`src/rtl/alu_control_mdu_if.sv`:
```
// rtl/alu_control_mdu_if.sv - decode/multiply-divide bundle between the core and alu_control_mdu
//  master : core side, drives decode fields, instr_vld and operands; receives Operation, Con_*, md_*
//  slave  : alu_control_mdu side
interface alu_control_mdu_if #(
    parameter int XLEN = 32
);
    logic [1:0]      ALUOp;
    logic [6:0]      Funct7;
    logic [2:0]      Funct3;
    logic            Branch;
    logic            Mem;
    logic            OpI;
    logic            instr_vld;
    logic [XLEN-1:0] rs1;
    logic [XLEN-1:0] rs2;
    logic [3:0]      Operation;
    logic            Con_beq;
    logic            Con_bnq;
    logic            Con_blt;
    logic            Con_bgt;
    logic            md_stall;
    logic            md_done;
    logic [XLEN-1:0] md_result;

    modport master (
        output ALUOp, Funct7, Funct3, Branch, Mem, OpI, instr_vld, rs1, rs2,
        input  Operation, Con_beq, Con_bnq, Con_blt, Con_bgt, md_stall, md_done, md_result
    );

    modport slave (
        input  ALUOp, Funct7, Funct3, Branch, Mem, OpI, instr_vld, rs1, rs2,
        output Operation, Con_beq, Con_bnq, Con_blt, Con_bgt, md_stall, md_done, md_result
    );
endinterface

```
`src/rtl/alu_control_mdu.sv`:
```
// rtl/alu_control_mdu.sv - ALU control decode plus iterative RV32M multiply/divide sequencer
//  clk, reset : rising-edge clock, synchronous active-high reset
//  bus        : slave side of alu_control_mdu_if
//               decode in (ALUOp/Funct7/Funct3/Branch/Mem/OpI) -> Operation, Con_* (combinational)
//               instr_vld, rs1, rs2 -> md_stall (stall core), md_done (1-cycle pulse), md_result
module alu_control_mdu #(
    parameter int XLEN   = 32,
    parameter int UNROLL = 1
) (
    input  logic          clk,
    input  logic          reset,
    alu_control_mdu_if.slave bus
);
    localparam int N  = XLEN / UNROLL;
    localparam int CW = $clog2(N) + 1;

    localparam logic [3:0] OP_AND  = 4'b0000;
    localparam logic [3:0] OP_OR   = 4'b0001;
    localparam logic [3:0] OP_ADD  = 4'b0010;
    localparam logic [3:0] OP_XOR  = 4'b0011;
    localparam logic [3:0] OP_SLL  = 4'b0100;
    localparam logic [3:0] OP_SLTU = 4'b0101;
    localparam logic [3:0] OP_SUB  = 4'b0110;
    localparam logic [3:0] OP_SRL  = 4'b1000;
    localparam logic [3:0] OP_SLT  = 4'b1010;
    localparam logic [3:0] OP_SRA  = 4'b1100;

    typedef enum logic [1:0] {S_IDLE, S_MUL, S_DIV, S_DONE} state_t;

    state_t          state_q, state_d;
    logic [CW-1:0]   cnt_q, cnt_d;
    logic [XLEN-1:0] hi_q, hi_d;        // product high half / partial remainder
    logic [XLEN-1:0] lo_q, lo_d;        // multiplier (shifted out) / dividend -> quotient
    logic [XLEN-1:0] b_q, b_d;          // multiplicand / divisor magnitude
    logic [2:0]      f3_q, f3_d;
    logic            neg_q, neg_d;      // product or quotient must be negated
    logic            rneg_q, rneg_d;    // remainder must be negated
    logic            spec_q, spec_d;    // divide-by-zero or signed overflow
    logic [XLEN-1:0] spec_res_q, spec_res_d;
    logic            done_q, done_d;
    logic [XLEN-1:0] result_q, result_d;

    logic m_op, md_start;
    logic s1, s2, neg1, neg2, dz, ovf;
    logic [XLEN-1:0]   mag1, mag2;
    logic [XLEN-1:0]   hi_n, lo_n;
    logic [XLEN:0]     sum, sh;
    logic [2*XLEN-1:0] prod, prod_s;
    logic [XLEN-1:0]   q_s, r_s, mul_res, div_res;

    assign m_op     = (bus.ALUOp == 2'b10) && !bus.OpI && (bus.Funct7 == 7'b0000001);
    assign md_start = bus.instr_vld && m_op && (state_q == S_IDLE);

    // ALU operation decode
    always_comb begin
        bus.Operation = OP_ADD;
        if (bus.Mem) begin
            bus.Operation = OP_ADD;
        end else if (bus.Branch) begin
            // unsigned compares (BLTU/BGEU) need SLTU, everything else subtracts
            bus.Operation = (bus.Funct3[2:1] == 2'b11) ? OP_SLTU : OP_SUB;
        end else if (bus.OpI || (bus.ALUOp == 2'b10 && !m_op)) begin
            case (bus.Funct3)
                3'b000:  bus.Operation = (!bus.OpI && bus.Funct7 == 7'b0100000) ? OP_SUB : OP_ADD;
                3'b001:  bus.Operation = OP_SLL;
                3'b010:  bus.Operation = OP_SLT;
                3'b011:  bus.Operation = OP_SLTU;
                3'b100:  bus.Operation = OP_XOR;
                3'b101:  bus.Operation = (bus.Funct7 == 7'b0100000) ? OP_SRA : OP_SRL;
                3'b110:  bus.Operation = OP_OR;
                default: bus.Operation = OP_AND;
            endcase
        end else if (bus.ALUOp == 2'b01) begin
            bus.Operation = OP_SUB;
        end
    end

    assign bus.Con_beq = bus.Branch && (bus.Funct3 == 3'b000);
    assign bus.Con_bnq = bus.Branch && (bus.Funct3 == 3'b001);
    assign bus.Con_blt = bus.Branch && (bus.Funct3 == 3'b100 || bus.Funct3 == 3'b110);
    assign bus.Con_bgt = bus.Branch && (bus.Funct3 == 3'b101 || bus.Funct3 == 3'b111);

    // Operand conditioning at start: f3[2]=1 is a divide, signed when f3[0]=0;
    // multiplies treat rs1 signed except MULHU, rs2 signed only for MUL/MULH.
    always_comb begin
        s1   = bus.Funct3[2] ? !bus.Funct3[0] : (bus.Funct3[1:0] != 2'b11);
        s2   = bus.Funct3[2] ? !bus.Funct3[0] : !bus.Funct3[1];
        neg1 = s1 && bus.rs1[XLEN-1];
        neg2 = s2 && bus.rs2[XLEN-1];
        mag1 = neg1 ? (~bus.rs1 + 1'b1) : bus.rs1;
        mag2 = neg2 ? (~bus.rs2 + 1'b1) : bus.rs2;
        dz   = (bus.rs2 == '0);
        ovf  = s1 && (bus.rs1 == {1'b1, {(XLEN-1){1'b0}}}) && (bus.rs2 == '1);
        if (bus.Funct3[1]) spec_res_d = dz ? bus.rs1 : '0;
        else               spec_res_d = dz ? '1 : bus.rs1;
    end

    // UNROLL shift-add or restoring-divide steps per cycle
    always_comb begin
        hi_n = hi_q;
        lo_n = lo_q;
        sum  = '0;
        sh   = '0;
        for (int i = 0; i < UNROLL; i++) begin
            if (state_q == S_MUL) begin
                sum  = {1'b0, hi_n} + (lo_n[0] ? {1'b0, b_q} : '0);
                lo_n = {sum[0], lo_n[XLEN-1:1]};
                hi_n = sum[XLEN:1];
            end else begin
                sh = {hi_n, lo_n[XLEN-1]};
                if (sh >= {1'b0, b_q}) begin
                    sh   = sh - {1'b0, b_q};
                    lo_n = {lo_n[XLEN-2:0], 1'b1};
                end else begin
                    lo_n = {lo_n[XLEN-2:0], 1'b0};
                end
                hi_n = sh[XLEN-1:0];
            end
        end
        prod    = {hi_n, lo_n};
        prod_s  = neg_q ? (~prod + 1'b1) : prod;
        mul_res = (f3_q[1:0] == 2'b00) ? prod_s[XLEN-1:0] : prod_s[2*XLEN-1:XLEN];
        q_s     = neg_q ? (~lo_n + 1'b1) : lo_n;
        r_s     = rneg_q ? (~hi_n + 1'b1) : hi_n;
        div_res = f3_q[1] ? r_s : q_s;
    end

    always_comb begin
        state_d  = state_q;
        cnt_d    = cnt_q;
        hi_d     = hi_q;
        lo_d     = lo_q;
        b_d      = b_q;
        f3_d     = f3_q;
        neg_d    = neg_q;
        rneg_d   = rneg_q;
        spec_d   = spec_q;
        done_d   = 1'b0;
        result_d = result_q;
        case (state_q)
            S_IDLE: begin
                if (md_start) begin
                    state_d = bus.Funct3[2] ? S_DIV : S_MUL;
                    cnt_d   = '0;
                    hi_d    = '0;
                    lo_d    = mag1;
                    b_d     = mag2;
                    f3_d    = bus.Funct3;
                    neg_d   = neg1 ^ neg2;
                    rneg_d  = neg1;
                    spec_d  = bus.Funct3[2] && (dz || ovf);
                end
            end
            S_MUL, S_DIV: begin
                if (state_q == S_DIV && spec_q) begin
                    state_d  = S_DONE;
                    done_d   = 1'b1;
                    result_d = spec_res_q;
                end else begin
                    hi_d  = hi_n;
                    lo_d  = lo_n;
                    cnt_d = cnt_q + CW'(1);
                    if (cnt_q == CW'(N - 1)) begin
                        state_d  = S_DONE;
                        done_d   = 1'b1;
                        result_d = (state_q == S_MUL) ? mul_res : div_res;
                    end
                end
            end
            default: state_d = S_IDLE;
        endcase
    end

    always_ff @(posedge clk) begin
        if (reset) begin
            state_q    <= S_IDLE;
            cnt_q      <= '0;
            hi_q       <= '0;
            lo_q       <= '0;
            b_q        <= '0;
            f3_q       <= '0;
            neg_q      <= 1'b0;
            rneg_q     <= 1'b0;
            spec_q     <= 1'b0;
            spec_res_q <= '0;
            done_q     <= 1'b0;
            result_q   <= '0;
        end else begin
            state_q  <= state_d;
            cnt_q    <= cnt_d;
            hi_q     <= hi_d;
            lo_q     <= lo_d;
            b_q      <= b_d;
            f3_q     <= f3_d;
            neg_q    <= neg_d;
            rneg_q   <= rneg_d;
            spec_q   <= spec_d;
            // special result only captured on start so later operand changes cannot disturb it
            if (md_start) spec_res_q <= spec_res_d;
            done_q   <= done_d;
            result_q <= result_d;
        end
    end

    assign bus.md_stall  = md_start || (state_q == S_MUL) || (state_q == S_DIV);
    assign bus.md_done   = done_q;
    assign bus.md_result = result_q;
endmodule
```
`src/flat_wrapper.sv`:
```
// flat-port wrapper written by rule: the top's interface ports become plain ports
module alu_control_mdu_flat 
#(
    parameter int XLEN   = 32,
    parameter int UNROLL = 1
)
  (clk, reset, bus_ALUOp, bus_Funct7, bus_Funct3, bus_Branch, bus_Mem, bus_OpI, bus_instr_vld, bus_rs1, bus_rs2, bus_Operation, bus_Con_beq, bus_Con_bnq, bus_Con_blt, bus_Con_bgt, bus_md_stall, bus_md_done, bus_md_result);
  alu_control_mdu_if #(.XLEN(XLEN)) bus_i ();
  input  logic clk;
  input  logic reset;
  input wire logic [$bits(bus_i.ALUOp)-1:0] bus_ALUOp;
  input wire logic [$bits(bus_i.Funct7)-1:0] bus_Funct7;
  input wire logic [$bits(bus_i.Funct3)-1:0] bus_Funct3;
  input wire logic [$bits(bus_i.Branch)-1:0] bus_Branch;
  input wire logic [$bits(bus_i.Mem)-1:0] bus_Mem;
  input wire logic [$bits(bus_i.OpI)-1:0] bus_OpI;
  input wire logic [$bits(bus_i.instr_vld)-1:0] bus_instr_vld;
  input wire logic [$bits(bus_i.rs1)-1:0] bus_rs1;
  input wire logic [$bits(bus_i.rs2)-1:0] bus_rs2;
  output wire logic [$bits(bus_i.Operation)-1:0] bus_Operation;
  output wire logic [$bits(bus_i.Con_beq)-1:0] bus_Con_beq;
  output wire logic [$bits(bus_i.Con_bnq)-1:0] bus_Con_bnq;
  output wire logic [$bits(bus_i.Con_blt)-1:0] bus_Con_blt;
  output wire logic [$bits(bus_i.Con_bgt)-1:0] bus_Con_bgt;
  output wire logic [$bits(bus_i.md_stall)-1:0] bus_md_stall;
  output wire logic [$bits(bus_i.md_done)-1:0] bus_md_done;
  output wire logic [$bits(bus_i.md_result)-1:0] bus_md_result;
  assign bus_i.ALUOp = bus_ALUOp;
  assign bus_i.Funct7 = bus_Funct7;
  assign bus_i.Funct3 = bus_Funct3;
  assign bus_i.Branch = bus_Branch;
  assign bus_i.Mem = bus_Mem;
  assign bus_i.OpI = bus_OpI;
  assign bus_i.instr_vld = bus_instr_vld;
  assign bus_i.rs1 = bus_rs1;
  assign bus_i.rs2 = bus_rs2;
  assign bus_Operation = bus_i.Operation;
  assign bus_Con_beq = bus_i.Con_beq;
  assign bus_Con_bnq = bus_i.Con_bnq;
  assign bus_Con_blt = bus_i.Con_blt;
  assign bus_Con_bgt = bus_i.Con_bgt;
  assign bus_md_stall = bus_i.md_stall;
  assign bus_md_done = bus_i.md_done;
  assign bus_md_result = bus_i.md_result;
  alu_control_mdu #(.XLEN(XLEN), .UNROLL(UNROLL)) u_core (.clk(clk), .reset(reset), .bus(bus_i));
endmodule
```
`config.mk`:
```
export PLATFORM = sky130hd
export DESIGN_NAME = alu_control_mdu_flat
export DESIGN_NICKNAME = d
export VERILOG_FILES = /design/src/rtl/alu_control_mdu_if.sv /design/src/rtl/alu_control_mdu.sv /design/src/flat_wrapper.sv
export SDC_FILE = /design/constraint.sdc
export NUM_CORES = 1
export LEC_CHECK = 0
export ABC_CLOCK_PERIOD_IN_PS = 17900
export BUFFER_PORTS_ARGS = -buffer_cell sky130_fd_sc_hd__buf_2
export CELL_PAD_IN_SITES_DETAIL_PLACEMENT = 0
export CELL_PAD_IN_SITES_GLOBAL_PLACEMENT = 1
export CORE_ASPECT_RATIO = 1.75
export CORE_MARGIN = 5
export CORE_UTILIZATION = 49
export CTS_CLUSTER_SIZE = 20
export DETAILED_ROUTE_END_ITERATION = 7
export GPL_TIMING_DRIVEN = 0
export HOLD_SLACK_MARGIN = 0.06
export PLACE_DENSITY = 0.94
export SETUP_SLACK_MARGIN = 0.02
export SLEW_MARGIN = 20
export SYNTH_ARGS = -nofsm -noshare
export SYNTH_HDL_FRONTEND = slang
export SYNTH_SLANG_ARGS = --single-unit
```
`constraint.sdc`:
```
create_clock -name clk -period 17.9 [get_ports clk]
set_clock_uncertainty 0.2 [all_clocks]
set_input_delay 1.79 -clock clk [delete_from_list [all_inputs] [get_ports clk]]
set_output_delay 1.79 -clock clk [all_outputs]
set_load 0.02 [all_outputs]
```
==> flow_summary.ini <==
[grt]
antenna_found_initial = 5
grt_max_degree = 20
grt_usage_pct = 45.14
grt_pass1_wl_mm = 131.2
busiest_layer = met2
grt_remaining_overflow = 0
grt_pass1_vias = 20570
globalRouteMet1Util_pct = 44.22
grtUsageMet3_pct = 10.69
gr-usage-met2_pct = 72.34

[clock_tree]
cts_tree = yes
cts-buffers-inserted = 17
clk_pin_slew_ns = 0.08
clock_latency_ns = 0.47
htree_levels = 4
postCtsSetupRepairBufs = 0
cts.path.max_buffers = 2
cts_hold_buffers = 0
root_buffer = clkbuf_16
clkSinkCount = 174
ctsResizeCount = 0

[placed_design]
place_area_um2 = 18440
portBuffers = 122
place_congestion = 1.130
place_hpwl_mm = 71.56
dp.cells = 3024
place_ws_ns = 8.352

[synthesis]
synthArstFlopShare_pct = 0
syn_area_per_cell_um2 = 7.069
synth-edff-count = 0
netlist_instances = 2436
ys_warn_count = 0
syn-num-nets = 2594
synth_seq_cells = 174
ys_seq_area_share_pct = 20.23
ys_types = 90
synth_flop_cell = dfxtp_1
synth_area_um2 = 17220

[worst_setup_path]
crit_path_max_fanout = 11
worst_setup_path_end_kind = flop
cp_common_cell = clkbuf_1
cp.required_ns = 18.07
crit_slowest_cell = clkbuf_1
path_cells = inv_1 -> ha_1 -> clkbuf_1 -> clkbuf_1 -> clkbuf_1 -> clkbuf_1 -> clkbuf_1 -> clkbuf_1 -> clkbuf_1 -> buf_1 -> mux2i_1 -> ha_1 -> o211ai_1 -> or3_1 -> nor3_1 -> nand4_1 -> clkbuf_1 -> o21ai_0 -> xor2_1 -> nand2_1 -> a211o_1
worstPathArrival_ns = 10.26
crit_type = flop to flop
cp-start-kind = flop
worstReg2RegStart = u_core.state_q[1]$_SDFFE_PP0P_
cp_slowest_stage_delay_ns = 0.82
critPathLaunch = u_core.state_q[1]$_SDFFE_PP0P_

[pwr]
pwr-share-seq_pct = 40.7
pwr-share-comb_pct = 16.3
p_clk_share_pct = 43.1
power.internal_uw = 642.2
powerDensity_nw_per_um2 = 49.94
p_sw_uw = 311.1
worst_ir_drop_vdd_uv = 63.89
fin_total_pwr_uw = 953.3
swShare_pct = 32.63
p_leak_nw = 7.219

[route]
via_count = 20830
drtPass1Iterations = 8
finalWirelength_mm = 89.24
wl_per_cell_um = 29.18
ant_nets = 0
drt_iter0_markers = 1995
drcViolationCount = 1
viasPerCell = 6.811

[cells_and_area]
syn_to_final_growth_pct = 10.86
layout-drive-gt1-share_pct = 8.915
fin_area_um2 = 19090
nNetsFinal = 2736
layout_commonest_cell = nor2_1
fin_util_pct = 54.61
final_cell_mix = nor2_1 (273), nand2_1 (263), a21oi_1 (190)
fin_cells = 3058

[timing]
final_max_slew_viol_count = 0
fin_crit_sh_pct = 56.39
tns_ns = 0
rsz0062_at_grt = no
slew-limit-headroom_pct = 17.23
max_freq_mhz = 99.08
hold_slack_ns = 0.2594
hold_violations = 0
setup_viol = 0
setup_slack_ns = 7.807
fin_crit_ns = 10.09
worst_pin_slew_ns = 1.232

[min_path]
hp-start = u_core.bus.md_result[3]$_SDFFE_PP0P_
min_path_type = flop to flop

[floorplanning]
dieArea_um2 = 39140
die_h_um = 258.0
fp.dieW_um = 151.7
core_area_um2 = 34950
num_rows = 91
initial_core_util_pct = 49.26
io_pins = 124

[job]
maxCapViolations = 0

[outcome]
status = finished with violations
violations = design-rule violations
## kinds of logic (layout without fill, tap and decap cells)
logic type	count (synthesis)	count (layout)	share of synthesized area, %
xor+xnor	161	161	8.189
other cells	0	2	0
flops	174	174	20.23
compound gates	783	783	30.47
buf+inv	247	402	5.653
simple gates	932	932	26.03
mux	54	54	3.299
fa+ha+maj	85	85	6.132
## synth_stat cells, types with 9 or more instances
library cell,number,area share [%]
or3_1,32,1.2
a221o_1,11,0.64
nor2b_1,12,0.44
mux2_2,22,1.4
xor2_1,79,4.0
maj3_1,9,0.52
a311oi_1,9,0.46
a31oi_1,25,0.91
o31ai_1,32,1.4
ha_1,74,5.4
and3_1,22,0.80
a221oi_1,28,1.4
a22oi_1,40,1.7
dfxtp_1,174,20
clkbuf_1,147,3.2
nor4_1,32,1.2
and2_1,48,1.7
xnor2_1,82,4.2
a211oi_1,61,2.7
inv_1,75,1.6
nor2_1,273,6.0
o41ai_1,10,0.51
nand3_1,49,1.4
mux2i_1,32,1.9
nand4_1,46,1.7
a211o_1,12,0.61
nand2b_1,16,0.58
a21oi_1,190,5.5
buf_1,11,0.24
nor3_1,69,2.0
or2_2,12,0.44
nand2_1,263,5.7
o21ai_0,157,4.6
o221ai_1,25,1.3
o21a_1,22,0.96
or4_1,17,0.74
a21o_1,22,0.96
nor3b_1,11,0.48
o211ai_1,47,2.0
## power groups by stage
| stage | Clock, mW | Sequential (mW) | Combinational, mW |
|---|---|---|---|
| 3_5_place_dp | 0 | 0.397 | 0.148 |
| 3_3_place_gp | 0 | 0.397 | 0.146 |
| 4_1_cts | 0.407 | 0.388 | 0.148 |
| 6_report | 0.411 | 0.388 | 0.155 |
| 5_1_grt | 0.424 | 0.388 | 0.162 |
| 2_1_floorplan | 0 | 0.396 | 0.0887 |
## routing by layer
metal	share of wire (%)	wire, µm	vias up
li1	-	-	9301
met1	32	28260	9802
met2	46	41090	1174
met3	7.7	6846	552
met4	15	13050	0
met5	0	0	-
## cell type report
cell class | count | area (µm²)
Clock buffer | 18 | 439.2
Fill cell | 3620 | 15870
Clock inverter | 14 | 191.4
Sequential cell | 174 | 3483
Tap cell | 465 | 581.8
Inverter | 77 | 289.0
Multi-Input combinational cell | 2015 | 12800
Buffer | 170 | 684.4
Antenna cell | 2 | 5.005
Timing Repair Buffer | 123 | 618.1
## critical path, delay by kind of cell (launching register included)
kind	cells	cell delay, ns
XOR/XNOR	1	0.44
AO/OA/AOI/OAI	3	0.84
AND/OR/NAND/NOR	4	1.31
multiplexers	1	0.42
buffers and inverters	10	5.79
flip-flops	1	0.35
adder cells (fa/ha/maj)	2	0.58
## flip-flops by register name, indices dropped and copies added (netlist names)
register / flops
u_core.rneg_q: 1
u_core.bus.md_result: 32
u_core.hi_q: 32
u_core.b_q: 32
u_core.spec_q: 1
u_core.cnt_q: 6
u_core.state_q: 2
u_core.spec_res_q: 32
u_core.neg_q: 1
u_core.lo_q: 32
u_core.f3_q: 2
u_core.bus.md_done: 1
## final timing paths
| path | to | slack, ns | depth (start not counted) |
|---|---|---|---|
| setup reg to reg | u_core.bus.md_result[10]$_SDFFE_PP0P_ | 7.81 | 21 |
| setup / recovery | u_core.bus.md_result[10]$_SDFFE_PP0P_ | 7.81 | 21 |
| hold reg to reg | u_core.bus.md_result[3]$_SDFFE_PP0P_ | 0.26 | 2 |
| hold / removal | u_core.bus.md_result[3]$_SDFFE_PP0P_ | 0.26 | 2 |
No activity file was read; power rests on OpenSTA's default activity.
